<file path="src/rtl/mf_pkg.sv">
// Shared constants, FSM state type and rounding-mean helper for the salt-noise mean filter.
package mf_pkg;

    localparam int unsigned PIX_W = 8;
    localparam logic [PIX_W-1:0] SALT_VAL = 8'hFF;
    localparam logic [PIX_W-1:0] PEPPER_VAL = 8'h00;

    typedef enum logic [0:0] {
        IDLE   = 1'b0,
        ACTIVE = 1'b1
    } mf_state_e;

    // Round-half-up mean; the 9-bit sum cannot overflow (255 + 255 + 1 = 511).
    function automatic logic [PIX_W-1:0] mf_mean(input logic [PIX_W-1:0] a,
                                                 input logic [PIX_W-1:0] b);
        logic [PIX_W:0] s;
        s = {1'b0, a} + {1'b0, b} + {{PIX_W{1'b0}}, 1'b1};
        return s[PIX_W:1];
    endfunction

endpackage

</file>
<file path="src/rtl/mean_filter_ctrl_if.sv">
// Pixel stream handshake and status bundle between source, filter controller and sink.
interface mean_filter_ctrl_if
    import mf_pkg::*;
#(
    parameter int unsigned CNT_W = 16
) ();

    logic             in_valid;
    logic             in_ready;
    logic             in_sof;
    logic [PIX_W-1:0] in_pixel;
    logic             out_valid;
    logic             out_ready;
    logic [PIX_W-1:0] out_pixel;
    logic             out_eol;
    logic             out_eof;
    logic             out_fixed;
    logic [CNT_W-1:0] salt_cnt;
    logic             frame_done;

    modport slave (
        input  in_valid, in_sof, in_pixel, out_ready,
        output in_ready, out_valid, out_pixel, out_eol, out_eof, out_fixed, salt_cnt, frame_done
    );

    modport master (
        output in_valid, in_sof, in_pixel, out_ready,
        input  in_ready, out_valid, out_pixel, out_eol, out_eof, out_fixed, salt_cnt, frame_done
    );

endinterface

</file>
<file path="src/rtl/mf_line_buf.sv">
// One-row buffer of filtered pixels: combinational read, synchronous write, no reset needed.
module mf_line_buf
    import mf_pkg::*;
#(
    parameter int unsigned WIDTH = 4,
    parameter int unsigned AW    = $clog2(WIDTH)
) (
    input  logic             clk,
    input  logic [AW-1:0]    i_rd_addr,
    output logic [PIX_W-1:0] o_rd_data,
    input  logic             i_wr_en,
    input  logic [AW-1:0]    i_wr_addr,
    input  logic [PIX_W-1:0] i_wr_data
);

    logic [PIX_W-1:0] r_mem [WIDTH];

    assign o_rd_data = r_mem[i_rd_addr];

    always_ff @(posedge clk) begin
        if (i_wr_en) begin
            r_mem[i_wr_addr] <= i_wr_data;
        end
    end

endmodule

</file>
<file path="src/rtl/mean_filter_ctrl.sv">
// Salt-noise mean filter controller: raster scan, noisy pixels replaced from filtered left/up.
// Optional MF_PEPPER_EN: 8'h00 is treated as noise as well as 8'hFF.
module mean_filter_ctrl
    import mf_pkg::*;
#(
    parameter int unsigned      WIDTH  = 4,
    parameter int unsigned      HEIGHT = 4,
    parameter logic [PIX_W-1:0] PAD    = 8'd128,
    parameter int unsigned      CNT_W  = 16
) (
    input logic clk,
    input logic rst,
    mean_filter_ctrl_if.slave bus
);

    localparam int unsigned CW = $clog2(WIDTH);
    localparam int unsigned RW = $clog2(HEIGHT);
    localparam logic [CW-1:0] COL_LAST = CW'(WIDTH - 1);
    localparam logic [RW-1:0] ROW_LAST = RW'(HEIGHT - 1);

    mf_state_e        r_state;
    logic [CW-1:0]    r_col;
    logic [RW-1:0]    r_row;
    logic [PIX_W-1:0] r_left;
    logic             r_out_valid;
    logic [PIX_W-1:0] r_out_pixel;
    logic             r_out_eol;
    logic             r_out_eof;
    logic             r_out_fixed;
    logic [CNT_W-1:0] r_salt_cnt;
    logic             r_frame_done;

    logic             w_in_ready;
    logic             w_accept;
    logic             w_take;
    logic [CW-1:0]    w_col;
    logic [RW-1:0]    w_row;
    logic             w_noise;
    logic [PIX_W-1:0] w_up;
    logic [PIX_W-1:0] w_repl;
    logic [PIX_W-1:0] w_filt;
    logic             w_eol;
    logic             w_eof;

    assign w_in_ready = ~r_out_valid | bus.out_ready;
    assign w_accept   = bus.in_valid & w_in_ready;
    // In IDLE only sof pixels are processed; everything else is accepted and dropped.
    assign w_take     = w_accept & (bus.in_sof | (r_state == ACTIVE));
    assign w_col      = bus.in_sof ? '0 : r_col;
    assign w_row      = bus.in_sof ? '0 : r_row;
    assign w_eol      = (w_col == COL_LAST);
    assign w_eof      = w_eol & (w_row == ROW_LAST);

`ifdef MF_PEPPER_EN
    assign w_noise = (bus.in_pixel == SALT_VAL) | (bus.in_pixel == PEPPER_VAL);
`else
    assign w_noise = (bus.in_pixel == SALT_VAL);
`endif

    mf_line_buf #(
        .WIDTH (WIDTH),
        .AW    (CW)
    ) u_line_buf (
        .clk       (clk),
        .i_rd_addr (w_col),
        .o_rd_data (w_up),
        .i_wr_en   (w_take),
        .i_wr_addr (w_col),
        .i_wr_data (w_filt)
    );

    always_comb begin
        w_repl = PAD;
        if (w_row == '0 && w_col == '0) begin
            w_repl = PAD;
        end else if (w_row == '0) begin
            w_repl = r_left;
        end else if (w_col == '0) begin
            w_repl = w_up;
        end else begin
            w_repl = mf_mean(r_left, w_up);
        end
    end

    assign w_filt = w_noise ? w_repl : bus.in_pixel;

    always_ff @(posedge clk) begin
        if (rst) begin
            r_state      <= IDLE;
            r_col        <= '0;
            r_row        <= '0;
            r_left       <= '0;
            r_out_valid  <= 1'b0;
            r_out_pixel  <= '0;
            r_out_eol    <= 1'b0;
            r_out_eof    <= 1'b0;
            r_out_fixed  <= 1'b0;
            r_salt_cnt   <= '0;
            r_frame_done <= 1'b0;
        end else begin
            r_frame_done <= r_out_valid & bus.out_ready & r_out_eof;
            if (w_take) begin
                r_out_valid <= 1'b1;
                r_out_pixel <= w_filt;
                r_out_eol   <= w_eol;
                r_out_eof   <= w_eof;
                r_out_fixed <= w_noise;
                r_left      <= w_filt;
                if (w_eof) begin
                    r_state <= IDLE;
                    r_col   <= '0;
                    r_row   <= '0;
                end else if (w_eol) begin
                    r_state <= ACTIVE;
                    r_col   <= '0;
                    r_row   <= w_row + 1'b1;
                end else begin
                    r_state <= ACTIVE;
                    r_col   <= w_col + 1'b1;
                    r_row   <= w_row;
                end
                if (bus.in_sof) begin
                    r_salt_cnt <= {{(CNT_W - 1){1'b0}}, w_noise};
                end else if (w_noise && !(&r_salt_cnt)) begin
                    r_salt_cnt <= r_salt_cnt + 1'b1;
                end
            end else if (bus.out_ready) begin
                r_out_valid <= 1'b0;
            end
        end
    end

    assign bus.in_ready   = w_in_ready;
    assign bus.out_valid  = r_out_valid;
    assign bus.out_pixel  = r_out_pixel;
    assign bus.out_eol    = r_out_eol;
    assign bus.out_eof    = r_out_eof;
    assign bus.out_fixed  = r_out_fixed;
    assign bus.salt_cnt   = r_salt_cnt;
    assign bus.frame_done = r_frame_done;

endmodule
</file>
<file path="src/flat_wrapper.sv">
// flat-port wrapper written by rule: the top's interface ports become plain ports
module mean_filter_ctrl_flat import mf_pkg::*;
#(
    parameter int unsigned      WIDTH  = 4,
    parameter int unsigned      HEIGHT = 4,
    parameter logic [PIX_W-1:0] PAD    = 8'd128,
    parameter int unsigned      CNT_W  = 16
)
  (clk, rst, bus_in_valid, bus_in_sof, bus_in_pixel, bus_out_ready, bus_in_ready, bus_out_valid, bus_out_pixel, bus_out_eol, bus_out_eof, bus_out_fixed, bus_salt_cnt, bus_frame_done);
  mean_filter_ctrl_if #(.CNT_W(CNT_W)) bus_i ();
  input logic clk;
  input logic rst;
  input wire logic [$bits(bus_i.in_valid)-1:0] bus_in_valid;
  input wire logic [$bits(bus_i.in_sof)-1:0] bus_in_sof;
  input wire logic [$bits(bus_i.in_pixel)-1:0] bus_in_pixel;
  input wire logic [$bits(bus_i.out_ready)-1:0] bus_out_ready;
  output wire logic [$bits(bus_i.in_ready)-1:0] bus_in_ready;
  output wire logic [$bits(bus_i.out_valid)-1:0] bus_out_valid;
  output wire logic [$bits(bus_i.out_pixel)-1:0] bus_out_pixel;
  output wire logic [$bits(bus_i.out_eol)-1:0] bus_out_eol;
  output wire logic [$bits(bus_i.out_eof)-1:0] bus_out_eof;
  output wire logic [$bits(bus_i.out_fixed)-1:0] bus_out_fixed;
  output wire logic [$bits(bus_i.salt_cnt)-1:0] bus_salt_cnt;
  output wire logic [$bits(bus_i.frame_done)-1:0] bus_frame_done;
  assign bus_i.in_valid = bus_in_valid;
  assign bus_i.in_sof = bus_in_sof;
  assign bus_i.in_pixel = bus_in_pixel;
  assign bus_i.out_ready = bus_out_ready;
  assign bus_in_ready = bus_i.in_ready;
  assign bus_out_valid = bus_i.out_valid;
  assign bus_out_pixel = bus_i.out_pixel;
  assign bus_out_eol = bus_i.out_eol;
  assign bus_out_eof = bus_i.out_eof;
  assign bus_out_fixed = bus_i.out_fixed;
  assign bus_salt_cnt = bus_i.salt_cnt;
  assign bus_frame_done = bus_i.frame_done;
  mean_filter_ctrl #(.WIDTH(WIDTH), .HEIGHT(HEIGHT), .PAD(PAD), .CNT_W(CNT_W)) u_core (.clk(clk), .rst(rst), .bus(bus_i));
endmodule
</file>
<file path="config.mk">
export PLATFORM = sky130hd
export DESIGN_NAME = mean_filter_ctrl_flat
export DESIGN_NICKNAME = d
export VERILOG_FILES = /design/src/rtl/mf_pkg.sv /design/src/rtl/mean_filter_ctrl_if.sv /design/src/rtl/mf_line_buf.sv /design/src/rtl/mean_filter_ctrl.sv /design/src/flat_wrapper.sv
export SDC_FILE = /design/constraint.sdc
export NUM_CORES = 1
export LEC_CHECK = 0
export CORE_ASPECT_RATIO = 1.25
export CORE_MARGIN = 2
export CORE_UTILIZATION = 40
export CTS_CLUSTER_SIZE = 14
export DETAILED_ROUTE_END_ITERATION = 8
export GPL_ROUTABILITY_DRIVEN = 0
export GPL_TIMING_DRIVEN = 1
export PLACE_DENSITY = 0.59
export RECOVER_POWER = 50
export SLEW_MARGIN = 0
export SYNTH_ARGS = -nofsm -noshare
export SYNTH_HDL_FRONTEND = slang
export SYNTH_SLANG_ARGS = --single-unit
</file>
<file path="constraint.sdc">
create_clock -name clk -period 4.4 [get_ports clk]
set_input_delay 1.1 -clock clk [delete_from_list [all_inputs] [get_ports clk]]
set_output_delay 1.1 -clock clk [all_outputs]
set_load 0.05 [all_outputs]
</file>
==> results.py, run 1 <==
metrics = {
    "logic_synthesis": {
        "synth_compound_area_share_pct": 18.0,
        "syn-cell-area_um2": 3570,
        "syn_area_per_cell_um2": 9.62,
        "synth_top_family_by_area": "simple AND/OR/NAND/NOR gates",
        "syn_nets": 399,
        "synth_cell_types": 61,
        "async_flop_share_pct": 0,
        "synthCells": 371,
        "synthXorXnorAreaFrac_pct": 3.68,
        "synthAdderAreaFrac_pct": 5.47,
        "synth_mux_area_share_pct": 4.07,
        "yosys.area_share.simple_pct": 18.5,
        "yosys_warnings": 0,
        "synth-edff-count": 32,
        "ys_seq_area_share_pct": 46.0,
        "synthFlopType": "dfxtp_1",
        "ys_seq_elements": 66,
    },
    "global_routing": {
        "grt-ovfl-total": 0,
        "grt_pass1_vias": 2963,
        "track_usage_pct": 20.6,
        "grt_max_degree": 17,
        "grt_pass1_wl_um": 14700,
        "antenna_found_initial": 0,
    },
    "die": {
        "fp.dieW_um": 88.5,
        "io_pins": 43,
        "core_area_um2": 8700,
        "num_rows": 38,
        "initial_utilization_pct": 41.0,
        "dieHeight_um": 110,
        "dieArea_um2": 9700,
    },
    "clock_tree": {
        "cts_buffer_depth": 2,
        "cts.clk_slew.worst_paths_ns": 0.07,
        "cts_tree": "yes",
        "worstSkewPairLatency_ns": 0.35,
        "root_buffer": "clkbuf_8",
        "cts_buffers": 9,
        "postCtsSetupRepairBufs": 0,
        "cts_max_level": 3,
        "cts_hold_buf": 0,
        "cts_num_sinks": 66,
        "cts_resized": 0,
    },
    "hold_path": {
        "hold_end": "u_core.bus.out_eol",
        "hold_depth": 2,
        "hold_path.class": "register to register",
        "min-delay-start": "u_core.bus.out_eol",
    },
    "cells_and_area": {
        "mostFrequentLayoutCell": "dfxtp_1",
        "syn_to_final_growth_pct": 21.8,
        "antennaDiodeCount": 0,
        "fin_nets": 449,
        "drive_gt1_share_pct": 8.45,
        "final_cell_mix": "dfxtp_1 (34), nand2_1 (33), nor2_1 (32), edfxtp_1 (32), dlygate4sd3_1 (31)",
        "fin_area_um2": 4350,
    },
    "drt": {
        "drc": 0,
        "drt-pass1-iter-count": 4,
        "drt_iter0_drc": 131,
        "postRouteAntennaNets": 0,
        "dr_total_vias": 2960,
        "wl_per_cell_um": 17.1,
        "via_per_inst": 5.42,
        "drt_wl_total_um": 9330,
    },
    "timing": {
        "fin_tns_setup_ns": 0,
        "period_share_pct": 92.4,
        "fin_hold_ws_ns": 0.454,
        "worst_slew_pin_slew_ns": 0.988,
        "hold_viol": 0,
        "rsz0062_at_grt": "no",
        "max_freq_ghz": 0.246,
        "finalMaxSlewViolations": 0,
        "setup_viol": 0,
        "clock-skew-final_ns": 0.0135,
        "fin_crit_ns": 4.07,
        "relSlewSlack_pct": 34.0,
    },
    "placement": {
        "portBuffers": 42,
        "dp_hpwl_um": 6760,
        "placed_area_um2": 4170,
    },
    "setup_path": {
        "reg2reg_to": "u_core.u_line_buf.r_mem[2][5]",
        "r2r_slack_ns": 0.99,
        "reg2regPathDepth": 11,
        "r2r-start": "u_core.r_col[0]",
        "crit_path_start_kind": "input port",
        "worstSetupEndpointType": "register",
        "cp_max_fo": 14,
        "crit_arrival_ns": 4.21,
        "critPathRequiredTime_ns": 4.54,
        "critical_path_class": "input port to register",
    },
    "pwr": {
        "power.density_nw_per_um2": 315,
        "total_power_mw": 1.37,
        "p_leak_nw": 1.62,
        "peakVddDrop_uv": 189,
    },
    "job": {
        "cap_violations": 0,
    },
    "status": {
        "outcome": "complete, no violations",
    },
}
==> worst max path at each step <==
stage | from | to | cells past startpoint
3_3_place_gp | bus_in_sof | u_core.u_line_buf.r_mem[3][6] | 12
5_1_grt | bus_in_sof | u_core.u_line_buf.r_mem[2][5] | 12
3_5_place_dp | bus_in_sof | u_core.u_line_buf.r_mem[1][5] | 12
4_1_cts | bus_in_sof | u_core.u_line_buf.r_mem[2][5] | 12
6_report | bus_in_sof | u_core.u_line_buf.r_mem[2][5] | 12
2_1_floorplan | bus_in_sof | u_core.u_line_buf.r_mem[0][7] | 12
==> worst max-delay path, cell delays in order <==
cell           delay, ns
dlygate4sd3_1       0.59
buf_4               0.22
nor3b_1             0.29
o21a_1              0.24
nor2_1              0.08
fa_1                0.41
a21o_1              0.17
a21o_1              0.20
a211o_1             0.29
o211ai_1            0.13
nand3_1             0.16
a41oi_1             0.33
==> synthesized netlist by cell type, drive strengths merged (2+ instances only) <==
master / number / area share, %
o32ai: 2 / 1.0
a21oi: 24 / 3.4
o2111ai: 3 / 0.74
mux2: 4 / 1.3
a311oi: 2 / 0.49
xnor2: 13 / 3.2
a211oi: 2 / 0.42
a211o: 5 / 1.2
clkbuf: 12 / 1.3
nand3: 16 / 2.2
nor3: 9 / 1.4
xor2: 2 / 0.49
edfxtp: 32 / 27
o21a: 6 / 1.3
and4: 3 / 0.74
a21boi: 2 / 0.42
or2: 3 / 0.53
nor3b: 3 / 0.63
a2111oi: 2 / 0.53
ha: 14 / 4.9
inv: 19 / 2.1
nand2: 33 / 3.5
nand4: 5 / 0.88
nor4: 4 / 0.70
nand3b: 4 / 0.84
nor2b: 2 / 0.42
o22ai: 4 / 0.70
nor2: 32 / 3.4
clkinv: 2 / 0.21
o21ai: 20 / 2.8
buf: 4 / 0.74
mux2i: 10 / 2.8
o211ai: 2 / 0.42
o31ai: 2 / 0.42
and3: 3 / 0.53
or3: 3 / 0.53
and2: 4 / 0.70
nand2b: 7 / 1.2
a21o: 3 / 0.63
dfxtp: 34 / 19
o22a: 2 / 0.49
==> cell type report <==
class	count	area (um2)
Inverter	21	83.8
Multi-Input combinational cell	268	1770
Clock inverter	2	10.0
Clock buffer	14	184
Tap cell	120	150
Sequential cell	66	1640
Fill cell	804	4350
Timing Repair Buffer	55	507
==> through the flow <==
step	utilization (%)	std cells	setup slack (ns)
4_1_cts	50.1	546	0.506
2_1_floorplan	-	371	0.896
5_1_grt	50.0	546	0.160
3_5_place_dp	47.9	530	0.139
6_report	50.0	546	0.334
3_3_place_gp	47.9	530	0.235
==> metal layers <==
metal	part of all wire [%]	vias to the layer above	global-route usage, %
li1	-	1461	-
met2	47	92	33.1
met5	0	-	0
met3	5.8	22	5.18
met1	45	1385	25.9
met4	2.9	0	9.31
==> registers in the layout, indices dropped and copies added (netlist names) <==
register                 cells
u_core.bus.frame_done        1
u_core.bus.out_eof           1
u_core.bus.out_eol           1
u_core.bus.out_fixed         1
u_core.bus.out_valid         1
u_core.bus.salt_cnt         16
u_core.r_col                 2
u_core.r_left                8
u_core.r_row                 2
u_core.r_state               1
u_core.u_line_buf.r_mem     32
==> power by group <==
group	switching [mW]	internal (mW)	total [mW]
logic	0.128	0.0785	0.206
clock network	0.223	0.268	0.491
registers	0.0159	0.659	0.675
total	0.366	1.01	1.37
==> logic make-up after synthesis <==
kind of cell,after synthesis
xor gates and xnor gates,15
buffers and inverters,37
AOI/OAI and AO/OA,92
DFF,66
adders and majority gates,15
and+or+nand+nor,132
muxes,14
(Power assumes the default switching activity.)
==> run 2: changes to the inputs <==
--- a/config.mk
+++ b/config.mk
@@ -6,7 +6,7 @@
 export NUM_CORES = 1
 export LEC_CHECK = 0
 export CORE_ASPECT_RATIO = 1.25
-export CORE_MARGIN = 2
+export CORE_MARGIN = 4
 export CORE_UTILIZATION = 40
 export CTS_CLUSTER_SIZE = 14
 export DETAILED_ROUTE_END_ITERATION = 8
@@ -18,3 +18,4 @@
 export SYNTH_ARGS = -nofsm -noshare
 export SYNTH_HDL_FRONTEND = slang
 export SYNTH_SLANG_ARGS = --single-unit
+export TNS_END_PERCENT = 30
==> constraint.sdc (replaced) <==
create_clock -name clk -period 4.1 [get_ports clk]
set_input_delay 1.025 -clock clk [delete_from_list [all_inputs] [get_ports clk]]
set_output_delay 1.025 -clock clk [all_outputs]
set_load 0.05 [all_outputs]
==> run 2 against run 1 <==
  * The run now ends with capacitance limit, slew limit left
  * Die area increased by 8.3%
  * Register-to-register slack got worse by 0.09 ns
  * Global-route usage decreased by 0.69 points
  * Non-clock buffer count increased by 7
  * Clock-buffer cell count decreased by 2
  * Largest cell class unchanged
  * Largest power group unchanged
  * Total power increased by 6.8%
==> results.py, run 2 (same netlist as run 1, synthesis figures left out) <==
metrics = {
    "timing": {
        "finalMaxSlewViolations": 16,
        "rsz0062_at_grt": "no",
        "period_share_pct": 92.1,
        "setup_viol": 0,
        "worst_slew_pin_slew_ns": 1.68,
        "setup_ws_ns": 0.325,
        "max_freq_ghz": 0.265,
        "hold_viol": 0,
        "fin_crit_ns": 3.78,
        "clock-skew-final_ns": 0.0126,
        "relSlewSlack_pct": -13.9,
    },
    "pwr": {
        "total_power_mw": 1.46,
        "power.density_nw_per_um2": 334,
        "peakVddDrop_uv": 139,
        "p_leak_nw": 1.65,
    },
    "cells_and_area": {
        "mostFrequentLayoutCell": "dfxtp_1",
        "top_register": "u_core.u_line_buf.r_mem",
        "antennaDiodeCount": 0,
        "drive_gt1_share_pct": 9.93,
        "final_cells": 553,
        "fin_nets": 456,
        "largest_register_ffs": 32,
        "fin_area_um2": 4390,
        "syn_to_final_growth_pct": 22.9,
        "final_cell_mix": "dfxtp_1 (34), nand2_1 (33), nor2_1 (32), edfxtp_1 (32), dlygate4sd3_1 (29)",
        "fillerInstances": 815,
        "postLayoutCoreUtil_pct": 50.4,
    },
    "clock_tree": {
        "cts_resized": 0,
        "cts.clk_slew.worst_paths_ns": 0.07,
        "cts_num_sinks": 66,
        "root_buffer": "clkbuf_8",
        "postCtsSetupRepairBufs": 0,
        "cts_buffers": 9,
        "cts_tree": "yes",
        "worstSkewPairLatency_ns": 0.35,
        "cts_max_level": 3,
        "cts_hold_buf": 0,
        "cts_buffer_depth": 2,
    },
    "drt": {
        "dr_total_vias": 2957,
        "via_per_inst": 5.35,
        "drt-pass1-iter-count": 4,
        "drt_wl_total_um": 9670,
        "postRouteAntennaNets": 0,
        "drc": 0,
        "wl_per_cell_um": 17.5,
        "drt_iter0_drc": 133,
    },
    "placement": {
        "dp_hpwl_um": 7060,
        "place_inst": 537,
        "pre_cts_ws_ns": -0.0249,
        "placed_area_um2": 4220,
        "portBuffers": 42,
    },
    "job": {
        "cap_violations": 1,
    },
    "global_routing": {
        "track_usage_pct": 19.9,
        "grt-ovfl-total": 0,
        "grt_pass1_wl_um": 16200,
        "grt_max_degree": 24,
        "grt_pass1_vias": 3076,
        "antenna_found_initial": 0,
    },
    "die": {
        "dieArea_um2": 10500,
        "io_pins": 43,
        "core_area_um2": 8700,
        "num_rows": 38,
        "initial_utilization_pct": 41.0,
        "dieHeight_um": 114,
        "fp.dieW_um": 92.5,
    },
    "hold_path": {
        "hold_depth": 2,
        "hold_path.class": "register to register",
    },
    "setup_path": {
        "crit_arrival_ns": 4.01,
        "critPathRequiredTime_ns": 4.33,
        "critical_path_class": "input port to register",
        "cp_max_fo": 7,
        "crit_path_start_kind": "input port",
        "reg2regPathDepth": 11,
        "worstSetupEndpointType": "register",
    },
    "status": {
        "violations": "capacitance limit, slew limit",
        "outcome": "finished, violations left",
    },
}
## run 2: final timing paths
path              startpoint  slack [ns]                             to
min          u_core.r_row[1]        0.46                u_core.r_row[1]
max               bus_in_sof        0.32               u_core.r_left[4]
min reg2reg  u_core.r_row[1]        0.46                u_core.r_row[1]
max reg2reg  u_core.r_col[1]        0.90  u_core.u_line_buf.r_mem[1][7]
## run 2: final cells by class
cell class              instances  area [um2]  share of cell area [%]
inverters                      21        83.8                    1.91
clock inverters                 4        22.5                   0.513
repair buffers                 62         559                    12.7
multi-input cells             268        1770                    40.4
clock buffers                  12         156                    3.57
well taps                     120         150                    3.42
flip-flops and latches         66        1640                    37.4
## run 2: per-layer routing
metal / wire length, um / GRT usage [%] / vias up
li1: - / - / 1480
met1: 4260 / 25.9 / 1401
met2: 4780 / 33.5 / 62
met3: 458 / 4.82 / 14
met4: 160 / 4.66 / 0
met5: 0 / 0 / -
## run 2: worst max-delay path, stage by stage
cell	delay (ns)
clkdlybuf4s50_1	0.56
nand2b_1	0.26
clkbuf_1	0.26
ha_1	0.27
clkbuf_1	0.27
nand2b_1	0.20
a2111oi_0	0.55
o21ai_0	0.17
and3_1	0.25
o21a_1	0.19
## run 2: metrics by stage
stage | setup TNS [ns] | hold WS (ns)
global placement | 0 | 0.443
CTS | 0 | 0.466
finish | 0 | 0.463
detailed placement | -0.0996 | 0.454
global route | 0 | 0.486
floorplan | 0 | 0.432
## run 2: where the power goes
group	total [mW]	switching [mW]	internal [mW]
Clock	0.511	0.255	0.256
Sequential	0.722	0.0157	0.707
Combinational	0.232	0.141	0.0908
